## config.mk

```make
export PLATFORM = sky130hd
export DESIGN_NAME = pwm_duty_ctrl
export DESIGN_NICKNAME = d
export VERILOG_FILES = /design/src/rtl/pwm_pkg.sv /design/src/rtl/pwm_duty_ctrl_tick_gen.sv /design/src/rtl/pwm_duty_ctrl.sv
export SDC_FILE = /design/constraint.sdc
export NUM_CORES = 1
export LEC_CHECK = 0
export BUFFER_PORTS_ARGS = -buffer_cell sky130_fd_sc_hd__buf_2
export CELL_PAD_IN_SITES_DETAIL_PLACEMENT = 0
export CELL_PAD_IN_SITES_GLOBAL_PLACEMENT = 1
export CORE_MARGIN = 1
export CORE_UTILIZATION = 29
export DETAILED_ROUTE_END_ITERATION = 10
export PLACE_DENSITY = 0.68
export SYNTH_ARGS = -nofsm -noshare
export SYNTH_HDL_FRONTEND = slang
export SYNTH_HIERARCHICAL = 1
export SYNTH_SLANG_ARGS = --single-unit
```

## constraint.sdc

```tcl
create_clock -name clk -period 2.3 [get_ports clk]
set_input_delay 0.23 -clock clk [delete_from_list [all_inputs] [get_ports clk]]
set_output_delay 0.23 -clock clk [all_outputs]
set_load 0.01 [all_outputs]
```

## src/rtl/pwm_pkg.sv

```systemverilog
// Shared definitions for the PWM duty control slice: FSM state encodings,
// duty width, and the level-to-select-code encoding used by the PWM generator.
package pwm_pkg;

  localparam int DUTY_W = 4;

  // The PWM generator selects 50 % with code 0 instead of the level 8.
  localparam logic [DUTY_W-1:0] DUTY_HALF_CODE  = 4'b0000;
  localparam logic [DUTY_W-1:0] DUTY_HALF_LEVEL = 4'd8;

  typedef enum logic [1:0] {
    S_MANUAL = 2'd0,
    S_RISE   = 2'd1,
    S_FALL   = 2'd2
  } state_t;

  // Maps a duty level in sixteenths to the PWM select code.
  function automatic logic [DUTY_W-1:0] duty_encode(input logic [DUTY_W-1:0] level);
    return (level == DUTY_HALF_LEVEL) ? DUTY_HALF_CODE : level;
  endfunction

endpackage

```

## src/rtl/pwm_duty_ctrl_tick_gen.sv

```systemverilog
// Prescale tick generator for the auto-ramp: counts 0..DIV-1 while enabled
// and pulses tick on the DIV-1 count, then wraps. clr holds the count at 0
// so the first tick comes exactly DIV cycles after clr drops.
module tick_gen #(
  parameter int DIV = 5_000_000
) (
  input  logic clk,
  input  logic reset,
  input  logic clr,
  input  logic en,
  output logic tick
);

  localparam int CW = (DIV > 2) ? $clog2(DIV) : 1;
  localparam logic [CW-1:0] LAST = CW'(DIV - 1);

  logic [CW-1:0] cnt;

  assign tick = en && (cnt == LAST);

  // Prescale counter: cleared by clr, advances while enabled, wraps on tick.
  always_ff @(posedge clk or posedge reset) begin
    if (reset) begin
      cnt <= '0;
    end else if (clr) begin
      cnt <= '0;
    end else if (en) begin
      cnt <= tick ? '0 : cnt + CW'(1);
    end
  end

endmodule

```

## src/rtl/pwm_duty_ctrl.sv

```systemverilog
// Duty control stage feeding the 4-bit PWM generator. Holds a duty level in
// sixteenths clamped to DUTY_MIN..DUTY_MAX, stepped manually by up/down or
// ramped automatically ("breathing") on a prescaled tick.
// Build option: define PWM_DUTY_AUTO_EN to build the auto-ramp states and the
// prescale counter; without it only manual mode exists and mode is ignored.
module pwm_duty_ctrl
  import pwm_pkg::*;
#(
  parameter int TICK_DIV  = 5_000_000,
  parameter int DUTY_MIN  = 2,
  parameter int DUTY_MAX  = 14,
  parameter int DUTY_INIT = 8
) (
  input  logic              clk,
  input  logic              reset,
  input  logic              mode,
  input  logic              up,
  input  logic              down,
  output logic [DUTY_W-1:0] n,
  output logic [DUTY_W-1:0] duty,
  output logic              rising,
  output logic              step
);

  localparam logic [DUTY_W-1:0] MIN_C  = DUTY_W'(DUTY_MIN);
  localparam logic [DUTY_W-1:0] MAX_C  = DUTY_W'(DUTY_MAX);
  localparam logic [DUTY_W-1:0] INIT_C = DUTY_W'(DUTY_INIT);

  state_t            state_q, state_d;
  logic [DUTY_W-1:0] duty_d;
  logic              mode_auto;
  logic              tick;

`ifdef PWM_DUTY_AUTO_EN
  logic rising_d;

  assign mode_auto = mode;

  tick_gen #(
    .DIV (TICK_DIV)
  ) u_tick_gen (
    .clk   (clk),
    .reset (reset),
    .clr   (state_q == S_MANUAL),
    .en    (state_q != S_MANUAL),
    .tick  (tick)
  );

  // Ramp direction follows the auto state it enters; manual keeps the last one.
  always_comb begin
    rising_d = rising;
    if (state_d == S_RISE) rising_d = 1'b1;
    else if (state_d == S_FALL) rising_d = 1'b0;
  end

  // Direction register, reset to rising.
  always_ff @(posedge clk or posedge reset) begin
    if (reset) rising <= 1'b1;
    else       rising <= rising_d;
  end
`else
  logic        unused_mode;
  logic [31:0] unused_tick_div;

  // Manual-only build: no ramp, so mode and the prescale divider are not used.
  assign mode_auto       = 1'b0;
  assign tick            = 1'b0;
  assign rising          = 1'b1;
  assign unused_mode     = mode;
  assign unused_tick_div = 32'(TICK_DIV);
`endif

  // Next-state and next-duty: manual steps clamp before the add; auto steps
  // happen on tick and reverse at the bounds. Mode changes never move duty.
  always_comb begin
    state_d = state_q;
    duty_d  = duty;
    unique case (state_q)
      S_MANUAL: begin
        if (mode_auto) begin
          state_d = (duty < MAX_C) ? S_RISE : S_FALL;
        end else if (up && !down && (duty < MAX_C)) begin
          duty_d = duty + 4'd1;
        end else if (down && !up && (duty > MIN_C)) begin
          duty_d = duty - 4'd1;
        end
      end
      S_RISE: begin
        if (!mode_auto) begin
          state_d = S_MANUAL;
        end else if (tick) begin
          if (duty < MAX_C) duty_d = duty + 4'd1;
          if (duty_d >= MAX_C) state_d = S_FALL;
        end
      end
      S_FALL: begin
        if (!mode_auto) begin
          state_d = S_MANUAL;
        end else if (tick) begin
          if (duty > MIN_C) duty_d = duty - 4'd1;
          if (duty_d <= MIN_C) state_d = S_RISE;
        end
      end
      default: state_d = S_MANUAL;
    endcase
  end

  // State, duty, encoded select code and step pulse all update on one edge.
  always_ff @(posedge clk or posedge reset) begin
    if (reset) begin
      state_q <= S_MANUAL;
      duty    <= INIT_C;
      n       <= duty_encode(INIT_C);
      step    <= 1'b0;
    end else begin
      state_q <= state_d;
      duty    <= duty_d;
      n       <= duty_encode(duty_d);
      step    <= (duty_d != duty);
    end
  end

endmodule

```

# ---- After elaboration in Yosys (flattened, before gate mapping)
# Cells that the tools add are included.
dict set report totals {
  in_bits 5
  regBits 9
  wordCells 18
}
dict set report classes {
  magnitude_cmp 2
  mux 3
  add_sub_neg 2
  n_eq_ne 2
  n_reduce_logical 6
}
# operator n
set op_table {}
lappend op_table {{4-bit two-way mux} 3}
lappend op_table {{4-bit by 1-bit adder with 4-bit output, second input constant} 1}
lappend op_table {{4-bit equality test, second input constant} 1}
lappend op_table {{4-bit by 2-bit greater-than comparator with 1-bit output, second input constant} 1}
lappend op_table {{1-bit logical AND} 4}
lappend op_table {{4-bit less-than comparator, second input constant} 1}
lappend op_table {{4-bit inequality test} 1}
lappend op_table {{4-bit by 1-bit subtractor with 4-bit output, second input constant} 1}
lappend op_table {{1-bit zero test} 2}

# ---- Depth between registers and ports, before layout
# Gate-level depths: netlist of the first run.
dict set report logic_depth {
  word_depth 7
  depth_mapped 6
  depth_no_buf 6
}

# ---- Worst setup path after synthesis of the first run
# OpenSTA, ideal clock, no wires.
dict set report synth_path {
  path_kind {reg2reg}
  startpoint {register duty[0]}
  endpoint {register n[3]}
  arrival_time_ns 1.543
  period_less_slack_ns 1.667
  setup_slack_ns 0.633
  required_ns 2.176
  n_path_buf 0
  path_stages_with_launch 6
  path_cell_list {dfrtp_1 > inv_1 > ha_1 > nor3_1 > o211ai_1 > o31a_1}
}
dict set report synth_between {
  elab_chain_cells 6
  elab_cells_between_ends 10
  cone_classes {2 x add/sub; 2 x order compare; 1 x eq/ne; 3 x mux; 2 x reduce/logical}
}
# element line_no
set synth_lines {}
lappend synth_lines {{from (decl)} pwm_duty_ctrl.sv:20} ;# output logic [DUTY_W-1:0] duty,
lappend synth_lines {{from (signal assigned)} pwm_duty_ctrl.sv:117} ;# duty <= duty_d;
lappend synth_lines {{4-bit by 2-bit greater-than comparator with 1-bit output} -}
lappend synth_lines {{1-bit logical AND} pwm_duty_ctrl.sv:84} ;# end else if (down && !up && (duty > MIN_C)) begin
lappend synth_lines {{4-bit two-way mux} pwm_duty_ctrl.sv:84}
lappend synth_lines {{4-bit two-way mux (*)} pwm_duty_ctrl.sv:82} ;# end else if (up && !down && (duty < MAX_C)) begin
lappend synth_lines {{net duty_d[1]} pwm_duty_ctrl.sv:30} ;# logic [DUTY_W-1:0] duty_d;
lappend synth_lines {{4-bit equality test (*)} pwm_pkg.sv:19} ;# return (level == DUTY_HALF_LEVEL) ? DUTY_HALF_CODE : level;
lappend synth_lines {{4-bit two-way mux (*)} pwm_pkg.sv:19}
lappend synth_lines {{to (signal assigned)} pwm_duty_ctrl.sv:113} ;# n <= duty_encode(INIT_C);
lappend synth_lines {{to (signal assigned)} pwm_duty_ctrl.sv:118} ;# n <= duty_encode(duty_d);
lappend synth_lines {{to (decl)} pwm_duty_ctrl.sv:19} ;# output logic [DUTY_W-1:0] n,
# Mark *: on every way through the listed nets, which the timed path passes. The rest lies on a longest branch.

# ---- Final worst setup path of the first run
# Ends and elaborated chain as after synthesis.

==> impl_metrics.toml, run 1 <==
[final_layout]
drive_gt1_share_pct = 35.8
antennaDiodeCount = 0
area_delta_synth_final_pct = 23.5
fin_cells = 68
design_area_um2 = 526
post-route-util_pct = 39.4
fin_nets = 61
fillers = 145

[floorplan]
dieHeight_um = 40.3
boundaryPins = 15
initial_core_util_pct = 31.9
die_x_um = 40.3
rows = 13
fp.coreArea_mm2 = 0.00133
fp.dieArea_mm2 = 0.00162

[power]
p_leak_nw = 0.235
total_power_mw = 0.709
max-vdd-ir-drop_mv = 0.396
cellPowerDensity_mw_per_mm2 = 1350

[synthesis]
ys_seq_area_share_pct = 47.4
synth.distinct_cells = 23
synth.largest_area_cell = "dfrtp_1"
synthArstFlopShare_pct = 100
synthTopCellsByCount = "dfrtp_1, inv_1, nand3b_1"
yosysMostFrequentCell = "dfrtp_1"
syn_area_per_cell_um2 = 11.2
syn_nets = 45
yosysTopAreaCellShare_pct = 41.2
yosys_warnings = 6
synth-seq-cells = 8
synth_area_um2 = 425
ys.flop_type = "dfrtp_1"
synth-edff-count = 0
synth_area_leaders = "dfrtp_1, dfstp_2, ha_1"
postSynthCellCount = 38

[global_routing]
grt_usage_pct = 12.2
antenna_found_initial = 0
gr-total-overflow = 0
grt_pass1_wl_um = 1240
use_met3_pct = 1.67
grtUsageMet2_pct = 20.2
grt_max_degree = 9
grt_pass1_vias = 290
use_met1_pct = 13.9
top_usage_layer = "met2"

[worst_setup_path]
crit_path_max_incr_delay_ns = 0.46
required_ns = 2.43
startpoint_type = "flip-flop"
worstSetupEndpointType = "flip-flop"
r2r_slack_ns = 0.50
reg2regPathDepth = 5
worstReg2RegStart = "duty[0]"
cp_cell_sequence = "inv_1 -> ha_1 -> nor3_1 -> o211ai_1 -> o31a_1"
crit_arrival_ns = 1.93
cp_num_buf_inv = 1
worst-setup-path-type = "reg2reg"
crit_fanout = 6
rr_endpoint = "n[3]"
crit_slowest_cell = "dfrtp_1"
critical_path.top_delay_family = "compound AO/OA/AOI/OAI gates"

[place]
dp_slack_ns = 0.519
gp_congestion = 0.779
place_inst = 63
placed_area_um2 = 489
port_buffers = 12

[clock_network]
clk_latency_ns = 0.25
cts.sinks = 8
cts_tree = "built"
htreeDepth = 1
cts-resized-gates = 0
root_buffer = "clkbuf_4"
clockBufferDepth = 2
cts_buffers = 3
clkTransAtPathRegs_ns = 0.06

[drt]
antenna_left = 0
wire_per_inst_um = 11.1
dr.pass1.iters = 4
finalWirelength_um = 756
vias_per_cell = 4.85
drt-initial-drc-count = 9
route.detailed.drc = 0
vias = 330

[sta]
whs_ns = 0.399
maxSlewViolCount = 0
fin_skew_ns = 0.00768
setup_viol_count_final = 0
fin_setup_tns_ns = 0
grt_setup_unrepaired = "no"
hold_viol = 0
setup_ws_ns = 0.500
period_minus_slack_ns = 1.80
post-route-period-util_pct = 78.3
fmaxAchievable_mhz = 555

[worst_hold_path]
worstHoldStart = "up"
whs_endpoint = "step"
holdPathStages = 3
min_path_type = "in2reg"

[outcome]
status = "complete, no violations"

[job]
drv_cap = 0
-- cell usage in the layout (no fill, tap or decap), types with 2 or more instances in the layout --
cell,n
o211ai_1,2
nand2b_1,2
buf_2,12
xnor2_1,2
nand3b_1,3
clkbuf_4,3
inv_1,3
ha_1,2
dfrtp_1,7
-- how the worst max path moves through the flow --
stage               startpoint  endpoint  slack (ns)  depth (start not counted)
finish                 duty[0]      n[3]        0.50                          5
global route           duty[0]      n[3]        0.37                          5
CTS                    duty[0]      n[3]        0.51                          5
detailed placement     duty[0]      n[3]        0.52                          5
global placement       duty[0]      n[3]        0.52                          5
floorplan              duty[0]      n[3]        0.63                          5
-- cell families (layout without fill, tap and decap cells) --
family	Yosys count	count (layout)	synth area share [%]
xor+xnor	3	3	6.18
compound gates	10	10	18.5
simple gates	9	9	15.0
buf+inv	5	20	6.18
fa+ha+maj	2	2	5.88
flops	8	8	47.4
other cells	1	1	0.882
-- where the power goes --
group          switching [mW]  internal, mW  total (mW)  leakage [nW]
logic                   0.170         0.151       0.321         0.128
registers              0.0701         0.209       0.279        0.0913
clock network          0.0426        0.0660       0.109        0.0150
-- layer usage --
metal	vias up	share of wire, %
met4	0	1.6
met3	2	6.6
met5	-	0
met1	152	48
li1	162	-
met2	14	44
-- worst reg2reg max path: stages (launching register included) --
cell,delay [ns]
dfrtp_1,0.46
inv_1,0.13
ha_1,0.35
nor3_1,0.28
o211ai_1,0.16
o31a_1,0.32
-- state kept, by name, indices dropped and copies added (netlist names) --
signal / cells
duty: 4
n: 3
step: 1
-- area by class of cell --
cell class              count  area, µm²  share of cell area, %
clock buffers               4       26.3                   5.00
well taps                  15       18.8                   3.57
inverters                   3       11.3                   2.14
repair buffers             13       70.1                   13.3
flip-flops and latches      8        201                   38.3
multi-input cells          25        198                   37.6
-- repair_timing --
| item | 4_1_cts | 5_1_grt |
|---|---|---|
| hold buffers | 1 | 0 |
| hold endpoints to repair | 7 | 0 |
| setup buffers | 0 | 0 |
| setup endpoints to repair | 0 | 0 |
No activity file was read; power rests on OpenSTA's default activity.
==> run 2: changes to the inputs <==
Settings changed: ABC_AREA from default to 1, PLACE_DENSITY 0.68 to 0.69.
Clock period 2.3 ns to 1.8 ns, I/O delays scaled along.
==> impl_metrics.toml, run 2 <==
[outcome]
status = "complete, but fails checks"
failed_checks = "design-rule violations"

[final_layout]
layout_commonest_cell = "nand2_1"
fin_nets = 87
layout_common_cells = "nand2_1, buf_2, inv_1"
drive_gt1_share_pct = 36.7
largest_reg_flops = 4
antennaDiodeCount = 0
largest_register = "duty"
post-route-util_pct = 38.3
area_delta_synth_final_pct = 20.5
fin_cells = 95
largestRegisters = "duty (4), n (3), step (1)"

[power]
max-vdd-ir-drop_mv = 0.651
p_leak_nw = 0.351
cellPowerDensity_mw_per_mm2 = 1680

[drt]
wire_per_inst_um = 9.60
dr.pass1.iters = 7
finalWirelength_um = 912
vias = 430
antenna_left = 0
drt-initial-drc-count = 4
route.detailed.drc = 2
vias_per_cell = 4.53

[global_routing]
grt_pass1_vias = 374
grt_max_degree = 9
gr-total-overflow = 0
grt_usage_pct = 11.0
grt_pass1_wl_um = 1520
antenna_found_initial = 0

[sta]
maxSlewViolCount = 0
whs_ns = 0.285
setup_viol_count_final = 0
fin_setup_tns_ns = 0
fmaxAchievable_mhz = 650
grt_setup_unrepaired = "no"
setup_ws_ns = 0.261
fin_skew_ns = 0.00437
post-route-period-util_pct = 85.5
period_minus_slack_ns = 1.54
hold_viol = 0

[clock_network]
holdBufCountCts = 1
htreeDepth = 1
cts.sinks = 8
clockBufferDepth = 2
clkTransAtPathRegs_ns = 0.06
cts-resized-gates = 0
cts_tree = "built"
cts_buffers = 3
clk_latency_ns = 0.26
cts_setup_buffers = 0
root_buffer = "clkbuf_4"

[synthesis]
ys_seq_area_share_pct = 40.7
synth-edff-count = 0
synth_area_um2 = 495
syn_nets = 71
synth-seq-cells = 8
yosys_warnings = 6
yosysMostFrequentCell = "nand2_1"
postSynthCellCount = 64
synthTopCellsByCount = "nand2_1, inv_1, dfrtp_1"
synth.largest_area_cell = "dfrtp_1"
syn_area_per_cell_um2 = 7.74
ys.flop_type = "dfrtp_1"
synth_area_leaders = "dfrtp_1, nand2_1, inv_1"
synthArstFlopShare_pct = 100
synth.distinct_cells = 18
yosysTopAreaCellShare_pct = 35.4

[floorplan]
dieHeight_um = 43.3
fp.dieArea_mm2 = 0.00188
fp.coreArea_mm2 = 0.00156
initial_core_util_pct = 31.8
die_x_um = 43.3
boundaryPins = 15
rows = 14

[worst_setup_path]
cp_num_buf_inv = 2
crit_slowest_cell = "dfrtp_1"
critical_path.top_delay_family = "flip-flops"
cp_cell_sequence = "inv_1 -> ha_1 -> nand2_1 -> nand2_1 -> nand3_1 -> nand2_1 -> a21oi_1 -> nand3_1 -> nand2_1 -> inv_1"
worstSetupEndpointType = "flip-flop"
crit_arrival_ns = 1.70
crit_path_max_incr_delay_ns = 0.47
required_ns = 1.96
worst-setup-path-type = "reg2reg"
crit_fanout = 6
cp_common_cell = "nand2_1"
startpoint_type = "flip-flop"

[job]
drv_cap = 0

[place]
dp_slack_ns = 0.285
gp_congestion = 0.699
port_buffers = 12
place_inst = 90
hpwl_um = 696

[worst_hold_path]
min_path_type = "in2reg"
==> run 2: cell types whose count changed in the layout (fill, tap and decap cells not counted), sizes merged, moves of 3 or more <==
cell,delta
nor2,+3
a21oi,+3
inv,+11
nand3b,-3
nand3,+6
nand2,+21
==> run 2: power breakdown <==
part / leakage, nW / switching [mW] / internal, mW
logic: 0.243 / 0.312 / 0.192
clock network: 0.0150 / 0.0646 / 0.0850
registers: 0.0929 / 0.0759 / 0.270
==> run 2: metrics by stage <==
step                cell area (µm²)  power, mW
finish                          597       1.00
CTS                             597       1.01
global placement                561      0.852
floorplan                       495      0.707
global route                    597       1.09
detailed placement              561      0.855
==> run 2: worst paths after layout <==
kind,startpoint,to,slack [ns],cells after the start
max,duty[0],n[3],0.26,10
min,up,step,0.29,4
max reg2reg,duty[0],n[3],0.26,10
min reg2reg,duty[3],duty[3],0.53,2
max in group asynchronous,reset,duty[3],1.11,3
min in group asynchronous,reset,n[1],0.40,3
==> run 2: area by class of cell <==
class                      instances  area, µm²
fill                             174        962
clock buffer                       4       26.3
inverter                          14       52.6
tap                               16       20.0
sequential                         8        201
multi-input combinational         40        226
timing repair buffer              13       70.1
==> run 2: kinds of logic after synthesis <==
kind of cell / Yosys count / synth area share, %
adder cells (fa/ha/maj): 2 / 5.05
buffers and inverters: 16 / 13.6
flip-flops: 8 / 40.7
other: 1 / 0.757
AO/OA/AOI/OAI: 6 / 9.34
AND/OR/NAND/NOR: 31 / 30.6
==> run 2: worst min-delay path, stage by stage <==
cell and delay, ns:
buf_2 0.09, nor2_2 0.06, nand2_2 0.11, nand2_1 0.06
==> run 2: layer usage <==
metal  vias up  routed length, µm  GRT usage (%)
li1        221                  -              -
met1       197                445           15.1
met2        12                413           15.5
met3         0                 52           5.00
met4         0                  0           3.75
met5         -                  0              0
==> run 3: changes to the inputs <==
==> constraint.sdc (replaced) <==
create_clock -name clk -period 1.8 [get_ports clk]
set_input_delay 0.27 -clock clk [delete_from_list [all_inputs] [get_ports clk]]
set_output_delay 0.27 -clock clk [all_outputs]
set_load 0.01 [all_outputs]
==> impl_metrics.toml, run 3 (synthesis results as in run 2) <==
[sta]
setup_viol_count_final = 0
period_minus_slack_ns = 1.53
hold_viol = 0
fin_skew_ns = 0.00449
maxSlewViolCount = 0
whs_ns = 0.379
fin_setup_tns_ns = 0
post-route-period-util_pct = 84.9
fmaxAchievable_mhz = 654
grt_setup_unrepaired = "no"

[worst_setup_path]
required_ns = 1.96
crit_fanout = 6
critical_path.top_delay_family = "flip-flops"
cp_common_cell = "nand2_1"
endpoint = "n[3]"
r2r_slack_ns = 0.27
worstReg2RegStart = "duty[0]"
path_depth = 10
startpoint_type = "flip-flop"
worst-setup-path-type = "reg2reg"
reg2regPathDepth = 10
cp_num_buf_inv = 2
cp_cell_sequence = "inv_1 -> ha_1 -> nand2_1 -> nand2_1 -> nand3_1 -> nand2_1 -> a21oi_1 -> nand3_1 -> nand2_1 -> inv_1"
crit_path_max_incr_delay_ns = 0.46
rr_endpoint = "n[3]"
crit_slowest_cell = "dfrtp_1"
cp-startpoint = "duty[0]"
crit_arrival_ns = 1.69
worstSetupEndpointType = "flip-flop"

[power]
sw_frac_of_total_pct = 45.2
p_clk_share_pct = 15.0
p_leak_nw = 0.351
switchingPower_mw = 0.451
cellPowerDensity_mw_per_mm2 = 1670
seqPwrFrac_pct = 34.8
total_power_mw = 0.998
internal_power_mw = 0.547
power_frac_comb_pct = 50.2
max-vdd-ir-drop_mv = 0.648

[clock_network]
clockBufferDepth = 2
cts.sinks = 8
clk_latency_ns = 0.26
htreeDepth = 1
clkTransAtPathRegs_ns = 0.06
cts_buffers = 3
root_buffer = "clkbuf_4"
cts_tree = "built"

[final_layout]
design_area_um2 = 597
largest_register = "duty"
drive_gt1_share_pct = 36.7
layout_commonest_cell = "nand2_1"
layout_common_cells = "nand2_1, buf_2, inv_1"
largestRegisters = "duty (4), n (3), step (1)"
post-route-util_pct = 38.3
antennaDiodeCount = 0
largest_reg_flops = 4
area_delta_synth_final_pct = 20.5
fin_nets = 87

[floorplan]
boundaryPins = 15
rows = 14
initial_core_util_pct = 31.8
dieHeight_um = 43.3
fp.dieArea_mm2 = 0.00188
fp.coreArea_mm2 = 0.00156
die_x_um = 43.3

[drt]
dr.pass1.iters = 6
drt-initial-drc-count = 16
antenna_left = 0
route.detailed.drc = 2
wire_per_inst_um = 9.87
vias = 418
finalWirelength_um = 938
vias_per_cell = 4.40

[global_routing]
use_met3_pct = 5.00
top_usage_layer = "met2"
grt_max_degree = 9
grtUsageMet2_pct = 16.1
grt_pass1_vias = 363
gr-total-overflow = 0
antenna_found_initial = 0
grt_usage_pct = 10.8
grt_pass1_wl_um = 1460
use_met1_pct = 14.0

[outcome]
status = "complete, but fails checks"
failed_checks = "design-rule violations"

[place]
port_buffers = 12
hpwl_um = 687
placed_area_um2 = 561
gp_congestion = 0.699

[job]
drv_cap = 0

[worst_hold_path]
min_path_type = "in2reg"
==> run 3: worst min-delay path, stage by stage <==
cell     delay, ns
buf_2         0.09
nor2_2        0.06
nand2_2       0.11
nand2_1       0.06
==> run 3: metal layers <==
| metal | up-vias | share of wire, % |
|---|---|---|
| met5 | - | 0 |
| met4 | 0 | 0 |
| met3 | 0 | 5.2 |
| met2 | 10 | 45 |
| met1 | 190 | 50 |
| li1 | 218 | - |
==> run 3: cell type report <==
cell class                      instances  area (µm²)
Timing Repair Buffer                   13        70.1
Inverter                               14        52.6
Fill cell                             173         962
Multi-Input combinational cell         40         226
Sequential cell                         8         201
Clock buffer                            4        26.3
Tap cell                               16        20.0
==> run 3: power groups by stage <==
stage          Combinational (mW)  Clock (mW)  Sequential, mW
2_1_floorplan               0.330           0           0.378
3_3_place_gp                0.501           0           0.350
3_5_place_dp                0.500           0           0.351
4_1_cts                     0.507       0.154           0.349
5_1_grt                     0.559       0.163           0.362
6_report                    0.501       0.150           0.347
==> run 3: per-stage QoR <==
stage / setup WS, ns / cells
floorplan: 0.430 / 64
global placement: 0.282 / 90
detailed placement: 0.287 / 90
CTS: 0.259 / 95
global route: 0.144 / 95
finish: 0.272 / 95
==> run 3: worst min-delay path by stage <==
stage | start | endpoint | slack (ns) | depth (start not counted)
final | up | step | 0.38 | 4
after detailed placement | reset | n[0] | 0.23 | 2
after floorplan | reset | duty[0] | 0.08 | 1
after CTS | up | step | 0.37 | 4
after global routing | down | duty[3] | 0.40 | 4
after global placement | reset | n[0] | 0.22 | 2
==> run 3: repair_timing <==
action,4_1_cts,5_1_grt
hold buffers,1,0
endpoints found under the hold margin,7,0
gates resized for setup,0,0
buffers inserted,0,0
